[config.mk]
export PLATFORM = sky130hd
export DESIGN_NAME = imem_loader
export DESIGN_NICKNAME = d
export VERILOG_FILES = /design/src/rtl/loader_pkg.sv /design/src/rtl/imem_write_port.sv /design/src/rtl/imem_loader.sv
export SDC_FILE = /design/constraint.sdc
export NUM_CORES = 1
export LEC_CHECK = 0
export CAP_MARGIN = 25
export CORE_MARGIN = 2
export CORE_UTILIZATION = 48
export DETAILED_ROUTE_END_ITERATION = 8
export PLACE_DENSITY = 0.81
export SLEW_MARGIN = 20
export SYNTH_ARGS = -nofsm -noshare
export SYNTH_HDL_FRONTEND = slang
export SYNTH_HIERARCHICAL = 1
export SYNTH_SLANG_ARGS = --single-unit
[constraint.sdc]
create_clock -name clk -period 2.06 [get_ports clk]
set_input_delay 0.618 -clock clk [delete_from_list [all_inputs] [get_ports clk]]
set_output_delay 0.618 -clock clk [all_outputs]
set_load 0.05 [all_outputs]
[src/rtl/loader_pkg.sv]
// rtl/loader_pkg.sv - shared loader constants, state encoding and alignment helper
package loader_pkg;
    localparam int ADDR_W = 9;
    localparam int MEM_BYTES = 512;
    localparam logic [7:0] PAD_BYTE = 8'h00;

    typedef enum logic [2:0] {
        IDLE,
        LOAD,
        PAD,
        DONE,
        ERROR
    } state_t;

    function automatic logic word_aligned(input logic [1:0] low);
        return low == 2'b00;
    endfunction
endpackage

[src/rtl/imem_write_port.sv]
// rtl/imem_write_port.sv - registered byte-write stage shared by load and pad paths
module imem_write_port #(
    parameter int ADDR_W = 9
) (
    input  logic              clk,
    input  logic              Reset,
    input  logic              wr_en,
    input  logic [ADDR_W-1:0] wr_addr,
    input  logic [7:0]        wr_data,
    output logic              mem_we,
    output logic [ADDR_W-1:0] mem_addr,
    output logic [7:0]        mem_wdata
);
    always_ff @(posedge clk or posedge Reset) begin
        if (Reset) begin
            mem_we    <= 1'b0;
            mem_addr  <= '0;
            mem_wdata <= '0;
        end else begin
            mem_we <= wr_en;
            if (wr_en) begin
                mem_addr  <= wr_addr;
                mem_wdata <= wr_data;
            end
        end
    end
endmodule

[src/rtl/imem_loader.sv]
// rtl/imem_loader.sv - streams a program into instruction memory, pads to a word, holds the CPU meanwhile
module imem_loader #(
    parameter int ADDR_W    = loader_pkg::ADDR_W,
    parameter int MEM_BYTES = loader_pkg::MEM_BYTES
) (
    input  logic              clk,
    input  logic              Reset,
    input  logic              start,
    input  logic              byte_valid,
    input  logic [7:0]        byte_data,
    input  logic              byte_last,
    output logic              byte_ready,
    output logic              mem_we,
    output logic [ADDR_W-1:0] mem_addr,
    output logic [7:0]        mem_wdata,
    output logic              cpu_hold,
    output logic              load_done,
    output logic              load_error,
    output logic [ADDR_W:0]   byte_count
);
    import loader_pkg::*;

    localparam logic [ADDR_W:0] ONE       = (ADDR_W+1)'(1);
    localparam logic [ADDR_W:0] LAST_ADDR = (ADDR_W+1)'(MEM_BYTES - 1);

    state_t          state, state_nxt;
    logic [ADDR_W:0] count, count_nxt;
    logic            wr_en;
    logic [7:0]      wr_data;

    always_ff @(posedge clk or posedge Reset) begin
        if (Reset) begin
            state <= IDLE;
            count <= '0;
        end else begin
            state <= state_nxt;
            count <= count_nxt;
        end
    end

    // count doubles as the write address; it stops at MEM_BYTES so the address never wraps
    always_comb begin
        state_nxt = state;
        count_nxt = count;
        wr_en     = 1'b0;
        wr_data   = byte_data;
        case (state)
            IDLE, DONE, ERROR: begin
                if (start) begin
                    state_nxt = LOAD;
                    count_nxt = '0;
                end
            end
            LOAD: begin
                if (byte_valid) begin
                    wr_en     = 1'b1;
                    count_nxt = count + ONE;
                    if (byte_last)
                        state_nxt = word_aligned(count_nxt[1:0]) ? DONE : PAD;
                    else if (count == LAST_ADDR)
                        state_nxt = ERROR;
                end
            end
            PAD: begin
                wr_en     = 1'b1;
                wr_data   = PAD_BYTE;
                count_nxt = count + ONE;
                if (word_aligned(count_nxt[1:0]))
                    state_nxt = DONE;
            end
            default: state_nxt = IDLE;
        endcase
    end

    imem_write_port #(.ADDR_W(ADDR_W)) u_write_port (
        .clk       (clk),
        .Reset     (Reset),
        .wr_en     (wr_en),
        .wr_addr   (count[ADDR_W-1:0]),
        .wr_data   (wr_data),
        .mem_we    (mem_we),
        .mem_addr  (mem_addr),
        .mem_wdata (mem_wdata)
    );

    // hold stays up through the final registered write, releasing the CPU the cycle after it
    assign cpu_hold   = (state != DONE) | mem_we;
    assign byte_ready = (state == LOAD);
    assign load_done  = (state == DONE);
    assign load_error = (state == ERROR);
    assign byte_count = count;
endmodule

# ---- After elaboration in Yosys (flattened, before gate mapping)
# Index checks and enable logic that the tools add are counted.
dict set report totals {
  reg_bits 31
  latchBits 0
  mem_bits_rw 0
  romBits 0
  out_inout_bits 32
  elab_cells 36
  n_memories 0
}
dict set report op_classes {
  add_sub_neg 1
  n_mul 0
  div_mod_pow 0
  order_cmp 0
  eq_ne 10
  shifts 0
  n_mux 13
  n_bitwise 1
  n_reduce_logical 6
}
# op count
set op_table {}
lappend op_table {{$pmux W10 S3} 1}
lappend op_table {{$mux W10} 2}
lappend op_table {{$mux W3} 5}
lappend op_table {{$add A10 B1 Y10 const B} 1}
lappend op_table {{$eq A10 B9 Y1 const B} 1}
lappend op_table {{$pmux W3 S3} 1}
lappend op_table {{$mux W8} 1}
lappend op_table {{$eq A3 B2 Y1 const B} 2}
lappend op_table {{$ne A2 B2 Y1 const B} 3}
lappend op_table {{$ne A3 B2 Y1 const B} 2}
lappend op_table {{$reduce_and A4 Y1} 1}
lappend op_table {{$eq A3 B1 Y1 const B} 1}
lappend op_table {{$eq A3 B3 Y1 const B} 1}
lappend op_table {{$logic_not A3 Y1} 1}
lappend op_table {{$reduce_and A3 Y1} 1}
lappend op_table {{$reduce_bool A3 Y1} 1}
lappend op_table {{$reduce_or A3 Y1} 1}
lappend op_table {{$logic_not A2 Y1} 1}
lappend op_table {{$mux W1} 2}
lappend op_table {{$pmux W1 S2} 1}
lappend op_table {{$or A1 B1 Y1} 1}

# ---- Logic depth before layout (Yosys ltp)
# Gate-level depths: netlist (run 1).
dict set report depth {
  word_depth 6
  ltp_mapped 7
  mapped_depth_nobuf 5
}

# ---- Modules after synthesis
# The synthesis (run 1) kept the hierarchy.
# module n_inst cells_per_inst area_per_inst_um2
set by_module_without_submodules {}
lappend by_module_without_submodules {imem_loader 1 106 962.2}
lappend by_module_without_submodules {imem_write_port 1 38 714.4}

# ---- Worst setup path before layout (run 1)
# No wires, ideal clock.
dict set report synth_timing {
  path_kind {register -> register}
  from {reg state[2]}
  to {reg u_write_port.mem_addr[0]}
  setup_time_ns 0.125
  t_arrival_ns 2.124
  slack_ns -0.190
  stages_incl_launch_ff 7
  period_less_slack_ns 2.250
  cell_sequence {dfrtp_1 nor3b_2 a21o_1 buf_6 buf_6 buf_12 mux2_4}
}
dict set report synth_via {
  elab_chain_len 2
  word_cells_on_any_way 3
}
# element line
set synth_lines {}
lappend synth_lines {{start: declaration} imem_loader.sv:26} ;# state_t state, state_nxt;
lappend synth_lines {{start signal: assignment} imem_loader.sv:36} ;# state <= state_nxt;
lappend synth_lines {{$eq A3 B1 Y1} n/a}
lappend synth_lines {{net byte_ready} imem_loader.sv:12} ;# output logic byte_ready,
lappend synth_lines {{$pmux W1 S2} imem_loader.sv:47} ;# case (state)
lappend synth_lines {{net wr_en} imem_loader.sv:28} ;# logic wr_en;
lappend synth_lines {{end signal: assignment} imem_write_port.sv:22} ;# mem_addr <= wr_addr;
lappend synth_lines {{end: declaration} imem_write_port.sv:11} ;# output logic [ADDR_W-1:0] mem_addr,
# The timed path passes the listed nets, and every way through them passes these cells.
# A chain may end at the register's enable or synchronous reset.

# ---- Worst setup path in the final report (run 1)
dict set report layout_timing {
  from {reg state[2]}
  to {out cpu_hold}
}
dict set report layout_via {
  elab_chain_len 2
}
# element line
set layout_lines {}
lappend layout_lines {{$ne A3 B2 Y1} imem_loader.sv:87} ;# assign cpu_hold = (state != DONE) | mem_we;
lappend layout_lines {{$or A1 B1 Y1} imem_loader.sv:87}
lappend layout_lines {{end: declaration} imem_loader.sv:16} ;# output logic cpu_hold,
# Every way passes these cells.

==> impl_metrics.yaml, run 1 <==
sta:
  period_minus_slack_ps: 2040
  slew_headroom: 0.538
  fmax_mhz: 489
  rsz0062_at_grt: "true"
  whs_ps: 515
  worstMarginPinSlew_ps: 693
  fin_crit_sh: 0.992
  skew_ps: 6.84
  drv_slew: 0
  finalHoldViolCount: 0
  final.setup.worst_slack_ps: 17.0
  final-setup-viol-count: 0
final_layout:
  final_util: 0.673
  area_growth_pct: 34.0
  final_cell_area_mm2: 0.00225
  drive_gt1_frac: 0.382
  num-nets-final: 212
  antenna_cells: 0
worst_hold_path:
  worstHoldStart: "u_write_port/mem_wdata[2]$_DFFE_PP0P_"
  worstHoldPathType: "flip-flop to flip-flop"
  hold_depth: 1
clock_tree:
  htreeDepth: 2
  cts_buffer_depth: 2
  cts_tree: "built"
  clk_latency_ps: 330
  numCtsBuffers: 5
  cts_root_buf: "clkbuf_4"
  ctsHoldBuffers: 0
  cts_num_sinks: 31
  clk_pin_slew_ps: 90
floorplan:
  fp.dieW_um: 63.1
  row_count: 21
  dieHeight_um: 63.1
  core_region_area_mm2: 0.00334
  die_area_mm2: 0.00398
  start_util: 0.502
  io_pins: 45
place:
  gp_congestion: 0.835
  placed_area_mm2: 0.00214
  port_buffers: 44
  dpl.hpwl_um: 2830
  dp_slack_ps: -24.9
route:
  drc: 0
  ant_nets: 0
  routed_wl_um: 3870
  vias: 1351
  post_drt_wl_per_cell_um: 15.8
  drtIter0Drc: 43
  drt-pass1-iter-count: 4
  via_per_inst: 5.51
critical_path:
  end_kind: "output port"
  crit_path_cell_trace: "nand2b_1, or3_4, buf_6"
  cp_slowest_cell: "dfrtp_1"
  rrSetupSlack_ps: 260
  max_stage_delay_ps: 400
  r2r_start: "state[2]$_DFFE_PP0P_"
  crit_end: "cpu_hold"
  cp-start-kind: "flip-flop"
  crit_fanout: 3
  cp_top_family: "simple AND/OR/NAND/NOR gates"
  r2r_cells: 7
  crit_start: "state[2]$_DFFE_PP0P_"
  r2r_end: "byte_count[9]$_DFFE_PP0P_"
  worstPathArrival_ps: 1420
  cp.depth: 3
  cp.buffers_inverters: 1
  worst-setup-path-type: "flip-flop to output port"
  cp.required_ps: 1440
logic_synthesis:
  synth.avg_cell_area_um2: 11.6
  synth-async-reset-ratio: 1.00
  ys.flop_type: "dfrtp_1"
  synthesis.area_mm2: 0.00168
  yosys_warnings: 6
  synth-seq-cells: 31
  synth_largest_area_cell: "dfrtp_1"
  synth_cell_types: 38
  synth_top_cell_area_share: 0.463
  synth_area_leaders: "dfrtp_1 46%, mux2_4 9.9%, mux2_2 4.7%"
  synth_nets: 158
  yosysSeqAreaShare: 0.463
  synthCells: 144
  synth-edff-count: 0
grt:
  grt_remaining_overflow: 0
  grt_max_degree: 28
  grt_pass1_wl_um: 6610
  grt_pass1_vias: 1333
  grt_usage: 0.214
  antenna_found_initial: 0
run:
  maxCapViolations: 0
pwr:
  leakage_nw: 1.07
  power_density_mw_per_mm2: 1620
  max-vdd-ir-drop_mv: 1.18
  p_total_mw: 3.65
run_status:
  status: "finished clean"
-- power breakdown --
part / switching, mW / internal, mW / leakage [nW]
registers: 0.159 / 0.788 / 0.403
logic: 1.36 / 0.946 / 0.631
clock network: 0.201 / 0.201 / 0.0386
-- cells in the mapped netlist (3+ instances only) --
| master | instances |
|---|---|
| buf_6 | 3 |
| a31oi_1 | 4 |
| a21oi_1 | 7 |
| mux2_4 | 11 |
| nand4_1 | 3 |
| inv_1 | 4 |
| dfrtp_1 | 31 |
| nor2_1 | 8 |
| nor3_1 | 3 |
| a22oi_1 | 3 |
| nand2b_1 | 5 |
| mux2_2 | 7 |
| nand2_1 | 10 |
| and2b_1 | 8 |
| mux2i_1 | 5 |
| nand3_1 | 4 |
-- worst register-to-register path: stages, from the launching register on --
cell and delay, ps:
dfrtp_1 400, buf_4 150, nor3b_4 260, buf_4 160, a21o_1 150, buf_12 200, a41oi_1 160, a31oi_1 230
-- placed cells by master (no fill, tap or decap), types with 2 or more instances in the layout --
master / instances
buf_4: 36
dfrtp_1: 31
clkdlybuf4s50_1: 12
mux2_4: 11
nand2_1: 10
and2b_1: 8
nor2_1: 7
a21oi_1: 7
mux2_2: 7
nand2b_1: 5
mux2i_1: 5
clkbuf_4: 5
buf_12: 5
nand3_1: 4
a31oi_1: 4
inv_1: 4
a22oi_1: 3
nor3_1: 3
nand4_1: 3
nor3b_4: 2
a21o_1: 2
a22o_1: 2
a41oi_1: 2
clkbuf_8: 2
-- routing by layer --
layer  vias to the layer above  GRT usage  routed length [um]
met5                         -          0                   0
met4                         0     0.0750                  35
met3                         7     0.0518                 192
met2                        43      0.367                2120
met1                       671      0.261                1520
li1                        630          -                   -
-- registers in the layout (all words and copies together), names as in the netlist --
register                count
u_write_port/mem_addr       9
byte_count                 10
u_write_port/mem_we         1
state                       3
u_write_port/mem_wdata      8
-- metrics by stage --
step / instances / setup TNS [ps]
4_1_cts: 243 / 0
6_report: 245 / 0
3_3_place_gp: 234 / 0
2_1_floorplan: 144 / 0
3_5_place_dp: 234 / -24.9
5_1_grt: 245 / -47.2
-- logic make-up after synthesis --
kind of cell,count (synthesis),synth area share
AO/OA/AOI/OAI,24,0.102
XOR/XNOR,1,0.00522
adder cells (fa/ha/maj),1,0.00746
buffers and inverters,11,0.0530
flip-flops,31,0.463
multiplexers,23,0.175
AND/OR/NAND/NOR,53,0.194
-- how the worst min path moves through the flow --
stage                     slack, ps                                    end
after floorplan                 490              byte_count[0]$_DFFE_PP0P_
after global placement          500  u_write_port/mem_wdata[4]$_DFFE_PP0P_
after detailed placement        500   u_write_port/mem_addr[7]$_DFFE_PP0P_
after CTS                       520  u_write_port/mem_wdata[7]$_DFFE_PP0P_
after global routing            540  u_write_port/mem_wdata[2]$_DFFE_PP0P_
final                           510  u_write_port/mem_wdata[2]$_DFFE_PP0P_
-- what timing repair did --
action,in CTS,in global routing
hold endpoints to repair,0,0
pin swaps,0,1
setup endpoints to repair,1,3
gates resized for setup,0,4
buffers inserted,1,2
-- final cells by class --
cell class	count	area [um^2]
Fill cell	276	1090
Timing Repair Buffer	54	502
Multi-Input combinational cell	102	828
Inverter	4	15.0
Sequential cell	31	776
Clock buffer	8	68.8
Tap cell	46	57.6
(Power assumes the default switching activity.)
==> inputs of run 2 (changes only) <==
--- a/config.mk
+++ b/config.mk
@@ -7,11 +7,11 @@
 export LEC_CHECK = 0
 export CAP_MARGIN = 25
 export CORE_MARGIN = 2
-export CORE_UTILIZATION = 48
+export CORE_UTILIZATION = 47
 export DETAILED_ROUTE_END_ITERATION = 8
 export PLACE_DENSITY = 0.81
+export SETUP_SLACK_MARGIN = 0.4
 export SLEW_MARGIN = 20
 export SYNTH_ARGS = -nofsm -noshare
 export SYNTH_HDL_FRONTEND = slang
-export SYNTH_HIERARCHICAL = 1
 export SYNTH_SLANG_ARGS = --single-unit
==> impl_metrics.yaml, run 2 <==
logic_synthesis:
  yosysSeqAreaShare: 0.498
  yosys_warnings: 0
  yosysMostFrequentCell: "nand2_1"
  synth-edff-count: 0
  synth_top_cell_area_share: 0.498
  synth.avg_cell_area_um2: 9.38
  ys.flop_type: "dfrtp_1"
  synthesis.area_mm2: 0.00156
  synth_cell_types: 47
  synth-seq-cells: 31
  synthCells: 166
  synth_largest_area_cell: "dfrtp_1"
  synth_area_leaders: "dfrtp_1 50%, nand2_1 11%, a21oi_1 4.8%"
  synth_nets: 180
  synth-async-reset-ratio: 1.00
  yosys-top-cells-count: "45 x nand2_1, 31 x dfrtp_1, 15 x a21oi_1"
sta:
  fin_crit_sh: 0.979
  rsz0062_at_grt: "true"
  drv_slew: 0
  period_minus_slack_ps: 2020
  whs_ps: 481
  slew_headroom: 0.733
  tns_ps: 0
  skew_ps: 8.00
  finalHoldViolCount: 0
  worstMarginPinSlew_ps: 401
  fmax_mhz: 496
  final-setup-viol-count: 0
  final.setup.worst_slack_ps: 43.9
clock_tree:
  cts_num_sinks: 31
  clk_pin_slew_ps: 100
  cts_buffer_depth: 2
  htreeDepth: 2
  cts_root_buf: "clkbuf_4"
  ctsHoldBuffers: 0
  numCtsBuffers: 5
  clk_latency_ps: 350
  cts_tree: "built"
final_layout:
  antenna_cells: 0
  regArea_um2: 791
  fillers: 211
  multi_input_area_um2: 806
  drive_gt1_frac: 0.458
  final_cell_area_mm2: 0.00244
  area_growth_pct: 56.5
  num-nets-final: 251
  layout_commonest_cell: "buf_4"
  final_cell_mix: "51 x buf_4, 45 x nand2_1, 19 x dfrtp_1"
  largest_reg_flops: 10
  instances_no_fill: 282
  final_util: 0.786
grt:
  grt_pass1_vias: 1536
  grt_pass1_wl_um: 7030
  grt_usage: 0.256
  grt_remaining_overflow: 0
  grt_max_degree: 32
  antenna_found_initial: 0
route:
  drtIter0Drc: 78
  drt-pass1-iter-count: 4
  ant_nets: 0
  routed_wl_um: 4840
  vias: 1587
  drc: 0
  post_drt_wl_per_cell_um: 17.2
  via_per_inst: 5.63
worst_hold_path:
  worstHoldPathType: "flip-flop to flip-flop"
  hold_depth: 2
floorplan:
  die_area_mm2: 0.00379
  row_count: 20
  dieHeight_um: 61.6
  io_pins: 45
  start_util: 0.502
  core_region_area_mm2: 0.00310
  fp.dieW_um: 61.6
run_status:
  status: "finished clean"
pwr:
  switching_power_mw: 1.86
  leakage_nw: 1.14
  p_int_mw: 2.17
  switching_share: 0.462
  power_density_mw_per_mm2: 1650
  p_total_mw: 4.03
  seq_power_share: 0.225
  max-vdd-ir-drop_mv: 1.04
  comb_power_share: 0.648
  clockPowerShare: 0.127
place:
  dp_slack_ps: -192
  dpl.hpwl_um: 2860
  dp_cells: 258
  gp_congestion: 0.833
  placed_area_mm2: 0.00211
  port_buffers: 44
critical_path:
  crit_fanout: 7
  max_stage_delay_ps: 440
  cp_slowest_cell: "dfrtp_2"
  end_kind: "output port"
  worstPathArrival_ps: 1400
  worst-setup-path-type: "flip-flop to output port"
  cp.required_ps: 1440
  cp-start-kind: "flip-flop"
  r2r_cells: 7
  crit_path_cell_trace: "buf_4, nor3b_4, buf_12"
run:
  maxCapViolations: 0
==> run 2: cell count changes in the layout (fill, tap and decap cells not counted), moves of 4 or more <==
cell	change
dfrtp_2	+12
nand2b_1	-5
nand2_1	+35
mux2_4	-11
dfrtp_1	-12
nor2_1	-5
mux2_2	-6
buf_4	+15
mux2i_1	-4
buf_6	+5
a21oi_1	+4
and2b_1	-8
==> run 2: timing repair <==
item                       4_1_cts  5_1_grt
gates resized for setup         27       14
setup buffers                   12        3
gates cloned                     1        0
pin swaps                        9        5
setup endpoints to repair       20       23
==> run 2: kinds of logic after synthesis <==
group	after synthesis	share of synthesized area
AO/OA/AOI/OAI	40	0.165
adder cells (fa/ha/maj)	1	0.00803
buffers and inverters	17	0.0602
flip-flops	31	0.498
multiplexers	2	0.0137
AND/OR/NAND/NOR	75	0.255
==> run 2: final cells by class <==
type / instances / area share
tap: 44 / 0.0226
inverter: 7 / 0.0139
clock inverter: 2 / 0.0144
sequential: 31 / 0.324
timing repair buffer: 74 / 0.273
clock buffer: 6 / 0.0210
multi-input combinational: 118 / 0.330
==> run 2: routing by layer <==
layer	global-route usage	up-vias	share of wire
met5	0	-	0
met4	0.103	0	0.027
met3	0.0672	21	0.074
met2	0.457	95	0.53
met1	0.289	752	0.37
li1	-	719	-
==> run 2: worst paths after layout <==
kind | startpoint | to | slack, ps
max | state[2]$_DFFE_PP0P_ | byte_ready | 40
min | u_write_port.mem_addr[3]$_DFFE_PP0P_ | u_write_port.mem_addr[3]$_DFFE_PP0P_ | 480
max reg2reg | state[0]$_DFFE_PP0P_ | byte_count[4]$_DFFE_PP0P_ | 70
min reg2reg | u_write_port.mem_addr[3]$_DFFE_PP0P_ | u_write_port.mem_addr[3]$_DFFE_PP0P_ | 480
max in group asynchronous | Reset | state[2]$_DFFE_PP0P_ | 1090
min in group asynchronous | Reset | u_write_port.mem_addr[7]$_DFFE_PP0P_ | 650
==> run 2: worst max-delay path, delay by kind of cell (launching register included) <==
family                 cells  cell delay (ps)
flip-flops                 1              440
buffers and inverters      2              350
AND/OR/NAND/NOR            1              270
==> run 2: power groups by stage <==
stage               Combinational [mW]  Sequential [mW]  Clock, mW
floorplan                        0.975             1.33          0
global placement                  2.00            0.926          0
detailed placement                2.05            0.941          0
CTS                               2.46            0.900      0.509
global route                      2.77            0.919      0.533
finish                            2.61            0.908      0.511
